--- config.mk ---
export PLATFORM = sky130hd
export DESIGN_NAME = spi_reg_write_master
export DESIGN_NICKNAME = d
export VERILOG_FILES = /design/src/rtl/spi_reg_write_master_pkg.sv /design/src/rtl/spi_reg_write_master_rr_arb2.sv /design/src/rtl/spi_reg_write_master.sv
export SDC_FILE = /design/constraint.sdc
export NUM_CORES = 1
export LEC_CHECK = 0
export ABC_AREA = 0
export CORE_MARGIN = 3
export CORE_UTILIZATION = 49
export CTS_CLUSTER_DIAMETER = 200
export DETAILED_ROUTE_END_ITERATION = 10
export PLACE_DENSITY_LB_ADDON = 0.25
export SYNTH_ARGS = -nofsm -noshare
export SYNTH_HDL_FRONTEND = slang
export SYNTH_SLANG_ARGS = --single-unit
--- constraint.sdc ---
create_clock -name clk -period 2 [get_ports clk]
set_input_delay 0.5 -clock clk [delete_from_list [all_inputs] [get_ports clk]]
set_output_delay 0.5 -clock clk [all_outputs]
set_load 0.005 [all_outputs]
--- src/rtl/spi_reg_write_master_pkg.sv ---
// Shared definitions for the SPI register-write master.
//   - Frame geometry: 16-bit write frame {write bit, 7-bit address, 8-bit data},
//     shifted MSB first.
//   - Register map of the attached PWM/output-enable peripheral.
//   - FSM state encoding used by the top level.
//   - build_frame(): assembles a write frame from an address and a data byte.
package spi_reg_write_master_pkg;

    localparam int SPI_FRAME_W   = 16;
    localparam int SPI_WRITE_BIT = 15;
    localparam int SPI_ADDR_W    = 7;
    localparam int SPI_DATA_W    = 8;

    // Peripheral register map
    localparam logic [SPI_ADDR_W-1:0] REG_EN_OUT_7_0  = 7'h00;
    localparam logic [SPI_ADDR_W-1:0] REG_EN_OUT_15_8 = 7'h01;
    localparam logic [SPI_ADDR_W-1:0] REG_EN_PWM_7_0  = 7'h02;
    localparam logic [SPI_ADDR_W-1:0] REG_EN_PWM_15_8 = 7'h03;
    localparam logic [SPI_ADDR_W-1:0] REG_PWM_DUTY    = 7'h04;

    typedef enum logic [1:0] {
        ST_IDLE  = 2'd0,
        ST_SHIFT = 2'd1,
        ST_HOLD  = 2'd2,
        ST_GAP   = 2'd3
    } spi_state_t;

    // The address is forwarded unchecked; only the write bit is forced.
    function automatic logic [SPI_FRAME_W-1:0] build_frame(
        input logic [SPI_ADDR_W-1:0] addr,
        input logic [SPI_DATA_W-1:0] data
    );
        logic [SPI_FRAME_W-1:0] f;
        f = {1'b0, addr, data};
        f[SPI_WRITE_BIT] = 1'b1;
        return f;
    endfunction

endpackage

--- src/rtl/spi_reg_write_master_rr_arb2.sv ---
// rr_arb2: two-way round-robin arbiter.
//   clk, rst : clock, asynchronous active-high reset
//   req[1:0] : request vector (bit 0 = A, bit 1 = B)
//   advance  : a grant was taken this cycle; update the pointer
//   grant    : one-hot grant, combinational
//   last_reg : pointer flop, requester served last (0 = A, 1 = B)
// The pointer resets to "B served last" so that A wins the first tie.
module rr_arb2 (
    input  logic       clk,
    input  logic       rst,
    input  logic [1:0] req,
    input  logic       advance,
    output logic [1:0] grant,
    output logic       last_reg
);

    always_comb begin
        grant = 2'b00;
        case (req)
            2'b01:   grant = 2'b01;
            2'b10:   grant = 2'b10;
            2'b11:   grant = last_reg ? 2'b01 : 2'b10;
            default: grant = 2'b00;
        endcase
    end

    always_ff @(posedge clk or posedge rst) begin
        if (rst) begin
            last_reg <= 1'b1;
        end else if (advance) begin
            last_reg <= grant[1];
        end
    end

endmodule

--- src/rtl/spi_reg_write_master.sv ---
// spi_reg_write_master: arbitrates between two write requesters and sends
// each accepted request as one 16-bit SPI write frame (mode 0, MSB first).
//   clk, rst                         : system clock, async active-high reset
//   a_valid/a_addr/a_data/a_ready    : requester A handshake
//   b_valid/b_addr/b_data/b_ready    : requester B handshake
//   spi_ncs, spi_sclk, spi_copi      : 3-wire SPI link to the peripheral
//   busy                             : a frame is in progress (SHIFT/HOLD/GAP)
//   frame_done                       : one-cycle pulse as nCS deasserts
//   frame_src                        : requester of the current/last frame
// Every SPI output is decoded from async-reset state, so a reset aborts a
// frame in the same cycle: nCS rises with SCLK low, and the peripheral never
// sees a 16-bit frame complete.
module spi_reg_write_master
    import spi_reg_write_master_pkg::*;
#(
    parameter int CLK_DIV    = 4,
    parameter int GAP_CYCLES = 4
) (
    input  logic                  clk,
    input  logic                  rst,
    input  logic                  a_valid,
    input  logic [SPI_ADDR_W-1:0] a_addr,
    input  logic [SPI_DATA_W-1:0] a_data,
    output logic                  a_ready,
    input  logic                  b_valid,
    input  logic [SPI_ADDR_W-1:0] b_addr,
    input  logic [SPI_DATA_W-1:0] b_data,
    output logic                  b_ready,
    output logic                  spi_ncs,
    output logic                  spi_sclk,
    output logic                  spi_copi,
    output logic                  busy,
    output logic                  frame_done,
    output logic                  frame_src
);

    localparam int CNT_MAX = (CLK_DIV > GAP_CYCLES) ? CLK_DIV : GAP_CYCLES;
    localparam int CW      = $clog2(CNT_MAX);
    localparam logic [CW-1:0] DIV_LAST  = CW'(CLK_DIV - 1);
    localparam logic [CW-1:0] GAP_LAST  = CW'(GAP_CYCLES - 1);
    localparam logic [4:0]    BITS_TERM = 5'(SPI_FRAME_W);

    spi_state_t             state_reg,   state_next;
    logic [CW-1:0]          cnt_reg,     cnt_next;
    logic                   phase_reg,   phase_next;   // 0 = SCLK low half, 1 = high half
    logic [4:0]             bit_cnt_reg, bit_cnt_next;
    logic [SPI_FRAME_W-1:0] shift_reg,   shift_next;
    logic                   served_reg,  served_next;  // at least one frame accepted since reset

    logic [1:0] grant;
    logic       last_ptr;
    logic       accept;
    logic [4:0] bit_inc;

    rr_arb2 u_arb (
        .clk      (clk),
        .rst      (rst),
        .req      ({b_valid, a_valid}),
        .advance  (accept),
        .grant    (grant),
        .last_reg (last_ptr)
    );

    // The arbiter pointer already records who was accepted last; it only
    // differs from the required frame_src before the first acceptance, where
    // the pointer says B but frame_src must read A.
    assign frame_src = served_reg & last_ptr;

    assign bit_inc = bit_cnt_reg + 5'd1;

    always_comb begin
        state_next   = state_reg;
        cnt_next     = cnt_reg;
        phase_next   = phase_reg;
        bit_cnt_next = bit_cnt_reg;
        shift_next   = shift_reg;
        served_next  = served_reg;
        accept       = 1'b0;
        a_ready      = 1'b0;
        b_ready      = 1'b0;
        spi_ncs      = 1'b1;
        spi_sclk     = 1'b0;
        spi_copi     = 1'b0;
        busy         = 1'b0;
        frame_done   = 1'b0;

        case (state_reg)
            ST_IDLE: begin
                // Gated by rst so ready reads low while reset is held.
                a_ready = grant[0] & ~rst;
                b_ready = grant[1] & ~rst;
                accept  = a_ready | b_ready;
                if (accept) begin
                    shift_next   = grant[1] ? build_frame(b_addr, b_data)
                                            : build_frame(a_addr, a_data);
                    served_next  = 1'b1;
                    cnt_next     = '0;
                    phase_next   = 1'b0;
                    bit_cnt_next = '0;
                    state_next   = ST_SHIFT;
                end
            end

            ST_SHIFT: begin
                busy     = 1'b1;
                spi_ncs  = 1'b0;
                spi_sclk = phase_reg;
                spi_copi = shift_reg[SPI_FRAME_W-1];
                if (cnt_reg == DIV_LAST) begin
                    cnt_next = '0;
                    if (!phase_reg) begin
                        phase_next = 1'b1;
                    end else begin
                        // Data advances only as SCLK falls, so COPI is stable
                        // across the mid-bit rising edge.
                        phase_next   = 1'b0;
                        shift_next   = {shift_reg[SPI_FRAME_W-2:0], 1'b0};
                        bit_cnt_next = bit_inc;
                        if (bit_inc == BITS_TERM) begin
                            state_next = ST_HOLD;
                        end
                    end
                end else begin
                    cnt_next = cnt_reg + 1'b1;
                end
            end

            ST_HOLD: begin
                busy    = 1'b1;
                spi_ncs = 1'b0;
                if (cnt_reg == DIV_LAST) begin
                    cnt_next   = '0;
                    state_next = ST_GAP;
                end else begin
                    cnt_next = cnt_reg + 1'b1;
                end
            end

            ST_GAP: begin
                busy       = 1'b1;
                frame_done = (cnt_reg == '0);
                if (cnt_reg == GAP_LAST) begin
                    cnt_next   = '0;
                    state_next = ST_IDLE;
                end else begin
                    cnt_next = cnt_reg + 1'b1;
                end
            end

            default: begin
                state_next = ST_IDLE;
            end
        endcase
    end

    always_ff @(posedge clk or posedge rst) begin
        if (rst) begin
            state_reg   <= ST_IDLE;
            cnt_reg     <= '0;
            phase_reg   <= 1'b0;
            bit_cnt_reg <= '0;
            shift_reg   <= '0;
            served_reg  <= 1'b0;
        end else begin
            state_reg   <= state_next;
            cnt_reg     <= cnt_next;
            phase_reg   <= phase_next;
            bit_cnt_reg <= bit_cnt_next;
            shift_reg   <= shift_next;
            served_reg  <= served_next;
        end
    end

endmodule
==> flow_summary.ini, run 1 <==
[run_status]
status = finished clean

[cts]
cts_buffers = 3
hold_buffers = 0
insertion_delay_ps = 340
clock_path_buffers = 2
clkSinkCount = 28
root_buffer = clkbuf_4
htreeDepth = 1
cts.clk_slew.worst_paths_ps = 150
cts_tree = yes

[drt]
drtIter0Drc = 61
viasPerCell = 5.28
vias = 1510
drcViolationCount = 0
drt_wl_total_mm = 3.89
drt_pre_antenna_iters = 4
wire_per_inst_um = 13.6
ant_nets = 0

[critical_path]
cp_slowest_cell = dfrtp_1
cpPeakStageDelay_ps = 430
reg2reg_slack_ps = 220
critPathKind = register to output port
start_kind = register
cp_data_arrival_time_ps = 1460
crit_path_max_fanout = 4
required_ps = 1500
cp-end-kind = output port
cp_cell_sequence = inv_2, buf_6, ha_4, and2_1, clkdlybuf4s15_1

[floorplan]
die_y_um = 64.2
die_width_um = 64.2
ios = 42
die_area_um2 = 4130
start_util_pct = 52.7
row_count = 20
core_um2 = 3150

[grt]
grt_use_met1_pct = 23.1
top_usage_layer = met2
use_met2_pct = 34.2
gr-usage-met3_pct = 3.16
grt_overflow = 0
grt_pass1_wl_mm = 6.42
antenna_found_initial = 0
grt_pass1_vias = 1502
grt_start_max_net_pins = 31
grt_usage_pct = 19.3

[placed_design]
gp_congestion = 0.830
port_buffers = 41
place_hpwl_mm = 2.88
dp_slack_ps = -318

[synth]
ys_warn_count = 0
syn_area_um2 = 1660
yosysSeqAreaShare_pct = 42.2
synth.distinct_cells = 32
async_reset_ff_share_pct = 100
synth.avg_cell_area_um2 = 8.93
ys.flop_type = dfrtp_1
synthCells = 186
synth_seq_cells = 28
synth_edf_count = 0
syn_nets = 228

[sta]
slew_headroom_pct = 70.8
period_share_pct = 98.2
hold_viol = 0
setup_viol = 0
final_max_slew_viol_count = 0
tightest_slew_ps = 433
rsz0062_at_grt = true
max_freq_mhz = 509
min_period_ps = 1960
finalWorstSetupSlack_ps = 35.3
setup-tns-final_ps = 0
skew_ps = 11.5

[power_and_ir_drop]
sequentialPowerShare_pct = 31.9
p_total_mw = 2.95
p_comb_share_pct = 55.3
power.internal_mw = 1.78
p_leak_nw = 1.07
pwr-share-clk_pct = 12.9
peakVddDrop_mv = 0.778
switchingPower_mw = 1.17
cellPowerDensity_nw_per_um2 = 1260
swShare_pct = 39.8

[finish]
nets = 285
drive_above_1_share_pct = 19.0
largest_register_ffs = 16
multiInputGateArea_um2 = 915
regArea_um2 = 702
post-route-util_pct = 74.0
diodes = 0
fillerInstances = 236
area_growth_pct = 40.4

[run]
maxCapViolCount = 0

[hold_path]
hold_path.class = register to register
==> layer usage <==
layer / vias up / wire, um
met5: - / 0
met4: 0 / 60
met1: 708 / 1670
met2: 45 / 1960
met3: 7 / 199
li1: 750 / -
==> through the flow <==
| stage | area, um2 | cells | hold WS, ps |
|---|---|---|---|
| CTS | 2310 | 285 | 503 |
| floorplan | 1660 | 186 | 431 |
| detailed placement | 2220 | 280 | 466 |
| global route | 2330 | 286 | 535 |
| finish | 2330 | 286 | 501 |
| global placement | 2220 | 280 | 458 |
==> synth_stat cells, drive strengths merged (4+ instances only) <==
cell type / n / area (um2)
nand2: 35 / 134
ha: 8 / 100
inv: 11 / 41.3
mux2i: 17 / 170
dfrtp: 27 / 676
buf: 7 / 55.1
nand3: 5 / 30.0
a21oi: 6 / 30.0
and2: 4 / 25.0
o21ai: 39 / 206
nor3: 4 / 20.0
nor2: 9 / 33.8
==> critical path, delay by kind of cell, from the launching register on <==
family	cells	cell delay (ps)
adders and majority gates	1	140
DFF	1	430
buffers and inverters	3	420
and+or+nand+nor	1	130
==> cells in the final DEF, fill, tap and decap left out, drive strengths merged <==
cell            n
nand4b          1
mux2i          17
bufinv          1
dfstp           1
ha              8
inv            11
clkdlybuf4s50  32
o21a            1
or3             1
mux2            2
clkdlybuf4s15   2
nor3            4
nand3           5
dfrtp          27
a21o            1
a22o            1
a21boi          1
nand2          35
and2            4
nor2            9
nand4           1
a21oi           6
buf            21
nand3b          1
clkbuf          4
o21ai          39
o31ai           1
or4             1
dlygate4sd2     4
==> final timing paths <==
check / start / end / cells after the start
worst max-delay path: state_reg[1]$_DFFE_PP0P_ / spi_sclk / 5
worst min-delay path: served_reg$_DFFE_PP0P_ / served_reg$_DFFE_PP0P_ / 1
worst max register to register: state_reg[1]$_DFFE_PP0P_ / shift_reg[0]$_DFFE_PP0P_ / 9
worst min register to register: served_reg$_DFFE_PP0P_ / served_reg$_DFFE_PP0P_ / 1
max in group asynchronous: rst / bit_cnt_reg[4]$_DFFE_PP0P_ / 4
min in group asynchronous: rst / cnt_reg[1]$_DFFE_PP0P_ / 3
==> kinds of logic after synthesis <==
family	count (synthesis)	share of synthesized area (%)
AOI/OAI and AO/OA	50	17.2
adders and majority gates	8	6.02
buffers and inverters	19	6.10
DFF	28	42.2
muxes	19	11.6
and+or+nand+nor	62	16.8
==> repair_timing <==
item,4_1_cts,5_1_grt
resized for setup,28,10
buffers inserted,1,1
pin swaps,1,1
setup endpoints to repair,8,6
endpoints found under the hold margin,0,0
gates cloned,0,0
==> final cells by class <==
| type | count | share of cell area (%) |
|---|---|---|
| sequential | 28 | 30.1 |
| clock buffer | 3 | 0.965 |
| timing repair buffer | 60 | 24.2 |
| multi-input combinational | 139 | 39.2 |
| tap | 44 | 2.36 |
| clock inverter | 1 | 1.29 |
| inverter | 11 | 1.88 |
==> power groups by stage <==
| stage | registers [mW] | clock network [mW] | logic (mW) |
|---|---|---|---|
| after floorplan | 0.914 | 0 | 0.956 |
| after global placement | 0.931 | 0 | 1.45 |
| after detailed placement | 0.952 | 0 | 1.52 |
| after CTS | 0.936 | 0.383 | 1.58 |
| after global routing | 0.961 | 0.401 | 1.82 |
| final | 0.940 | 0.379 | 1.63 |
Power figures use the tool's default switching activity.
==> run 2: changes to the inputs <==
--- a/config.mk
+++ b/config.mk
@@ -7,7 +7,7 @@
 export LEC_CHECK = 0
 export ABC_AREA = 0
 export CORE_MARGIN = 3
-export CORE_UTILIZATION = 49
+export CORE_UTILIZATION = 45
 export CTS_CLUSTER_DIAMETER = 200
 export DETAILED_ROUTE_END_ITERATION = 10
 export PLACE_DENSITY_LB_ADDON = 0.25
==> run 2 against run 1 <==
Effect of this change: hold slack got worse by 18 ps; via count down 4.0%; sequential cell count is the same; power is 2.3% lower; worst setup slack improved by 57 ps; largest power group unchanged; critical path type unchanged; critical endpoint is now frame_done; largest cell class unchanged; die area rose by 8.0%; sequential share of layout area shrank 0.66 points; utilization fell by 4.7 points; non-clock buffer count up 4.
==> flow_summary.ini, run 2 (synthesis results as in run 1) <==
[run_status]
status = finished clean

[drt]
drtIter0Drc = 63
drt_wl_total_mm = 3.61
vias = 1449
viasPerCell = 4.96
drt_pre_antenna_iters = 4
ant_nets = 0
drcViolationCount = 0
wire_per_inst_um = 12.3

[run]
maxCapViolCount = 0

[cts]
insertion_delay_ps = 260
clock_path_buffers = 2
hold_buffers = 0
clkSinkCount = 28
root_buffer = clkbuf_8
htreeDepth = 1
cts_buffers = 3
cts.clk_slew.worst_paths_ps = 90
cts_tree = yes

[sta]
period_share_pct = 95.4
setup_viol = 0
max_freq_mhz = 524
slew_headroom_pct = 73.0
final_max_slew_viol_count = 0
tightest_slew_ps = 401
rsz0062_at_grt = false
min_period_ps = 1910
skew_ps = 8.07
hold_viol = 0

[grt]
antenna_found_initial = 0
grt_usage_pct = 16.6
top_usage_layer = met2
grt_pass1_wl_mm = 5.82
grt_overflow = 0
grt_pass1_vias = 1343
grt_start_max_net_pins = 31
grt_use_met1_pct = 22.9
use_met2_pct = 27.7
gr-usage-met3_pct = 3.54

[floorplan]
ios = 42
core_um2 = 3440
die_y_um = 66.8
row_count = 21
die_width_um = 66.8
start_util_pct = 48.3
die_area_um2 = 4460

[critical_path]
cp-end-kind = output port
crit_path_max_fanout = 2
start_kind = register
critPathKind = register to output port
cp_data_arrival_time_ps = 1410
required_ps = 1500

[finish]
regArea_um2 = 702
final_common_cell = nand2_1
stdcell_count = 292
fillerInstances = 279
post-route-util_pct = 69.3
layout_common_cells = nand2_1 (33), clkdlybuf4s50_1 (31), dfrtp_1 (27)
largest_register_ffs = 16
diodes = 0
multiInputGateArea_um2 = 901
drive_above_1_share_pct = 19.1
area_growth_pct = 43.6
nets = 289

[power_and_ir_drop]
cellPowerDensity_nw_per_um2 = 1210
power.internal_mw = 1.78
pwr-share-clk_pct = 11.4
sequentialPowerShare_pct = 32.5
switchingPower_mw = 1.10
p_comb_share_pct = 56.0
peakVddDrop_mv = 0.973
swShare_pct = 38.1
p_leak_nw = 1.14

[placed_design]
gp_congestion = 0.802
port_buffers = 41
place_hpwl_mm = 2.66
placed_cells = 283

[hold_path]
hold_path.class = register to register
==> run 2: cell types whose count changed in the layout (fill, tap and decap cells not counted), moves of 2 or more <==
cell	previous run	this run
buf_4	15	19
buf_6	2	0
clkbuf_4	3	0
clkbuf_8	0	4
clkdlybuf4s15_1	2	0
dlymetal6s2s_1	0	3
ha_1	4	6
ha_4	3	1
o21ai_0	15	13
o21ai_1	23	25
==> run 2: final timing paths <==
check	depth (start not counted)	start	slack (ps)	end
setup / recovery	4	state_reg[0]$_DFFE_PP0P_	90	frame_done
hold / removal	1	served_reg$_DFFE_PP0P_	480	served_reg$_DFFE_PP0P_
setup reg to reg	10	u_arb.last_reg$_DFFE_PP1P_	150	shift_reg[13]$_DFFE_PP0P_
hold reg to reg	1	served_reg$_DFFE_PP0P_	480	served_reg$_DFFE_PP0P_
max in group asynchronous	4	rst	930	u_arb.last_reg$_DFFE_PP1P_
min in group asynchronous	4	rst	750	cnt_reg[1]$_DFFE_PP0P_
==> run 2: worst max-delay path: stages (launching register included) <==
cell and delay, ps:
dfrtp_1 390, buf_4 150, ha_1 200, and2_1 150
dlygate4sd2_1 250
==> run 2: power by group through the flow <==
stage	clock [mW]	combinational (mW)	sequential [mW]
2_1_floorplan	0	0.956	0.914
3_3_place_gp	0	1.52	0.931
3_5_place_dp	0	1.54	0.940
4_1_cts	0.342	1.57	0.929
5_1_grt	0.373	1.82	0.971
6_report	0.330	1.61	0.938
==> run 2: layout make-up <==
type	count	share of cell area [%]
Tap cell	46	2.41
Clock buffer	4	2.31
Multi-Input combinational cell	139	37.8
Timing Repair Buffer	64	26.4
Sequential cell	28	29.4
Inverter	11	1.73
==> run 2: stage by stage <==
stage	hold slack (ps)	worst slack (ps)	TNS [ps]	power (mW)	instance area, um2
6_report	483	91.9	0	2.88	2390
5_1_grt	493	14.1	0	3.16	2390
3_5_place_dp	460	-357	-737	2.49	2230
4_1_cts	485	-60.8	-60.8	2.85	2340
2_1_floorplan	431	341	0	1.87	1660
3_3_place_gp	458	-303	-568	2.45	2230
==> run 2: layer usage <==
metal | routed length, um | vias to the layer above
met5 | 0 | -
met1 | 1720 | 668
met4 | 11 | 0
met2 | 1720 | 21
met3 | 163 | 2
li1 | - | 758
==> run 2: timing repair <==
action | in CTS | in global routing
gates cloned | 0 | 1
endpoints found under the hold margin | 0 | 0
pin swaps | 1 | 2
setup buffers | 5 | 0
gates resized for setup | 17 | 16
setup endpoints to repair | 7 | 18
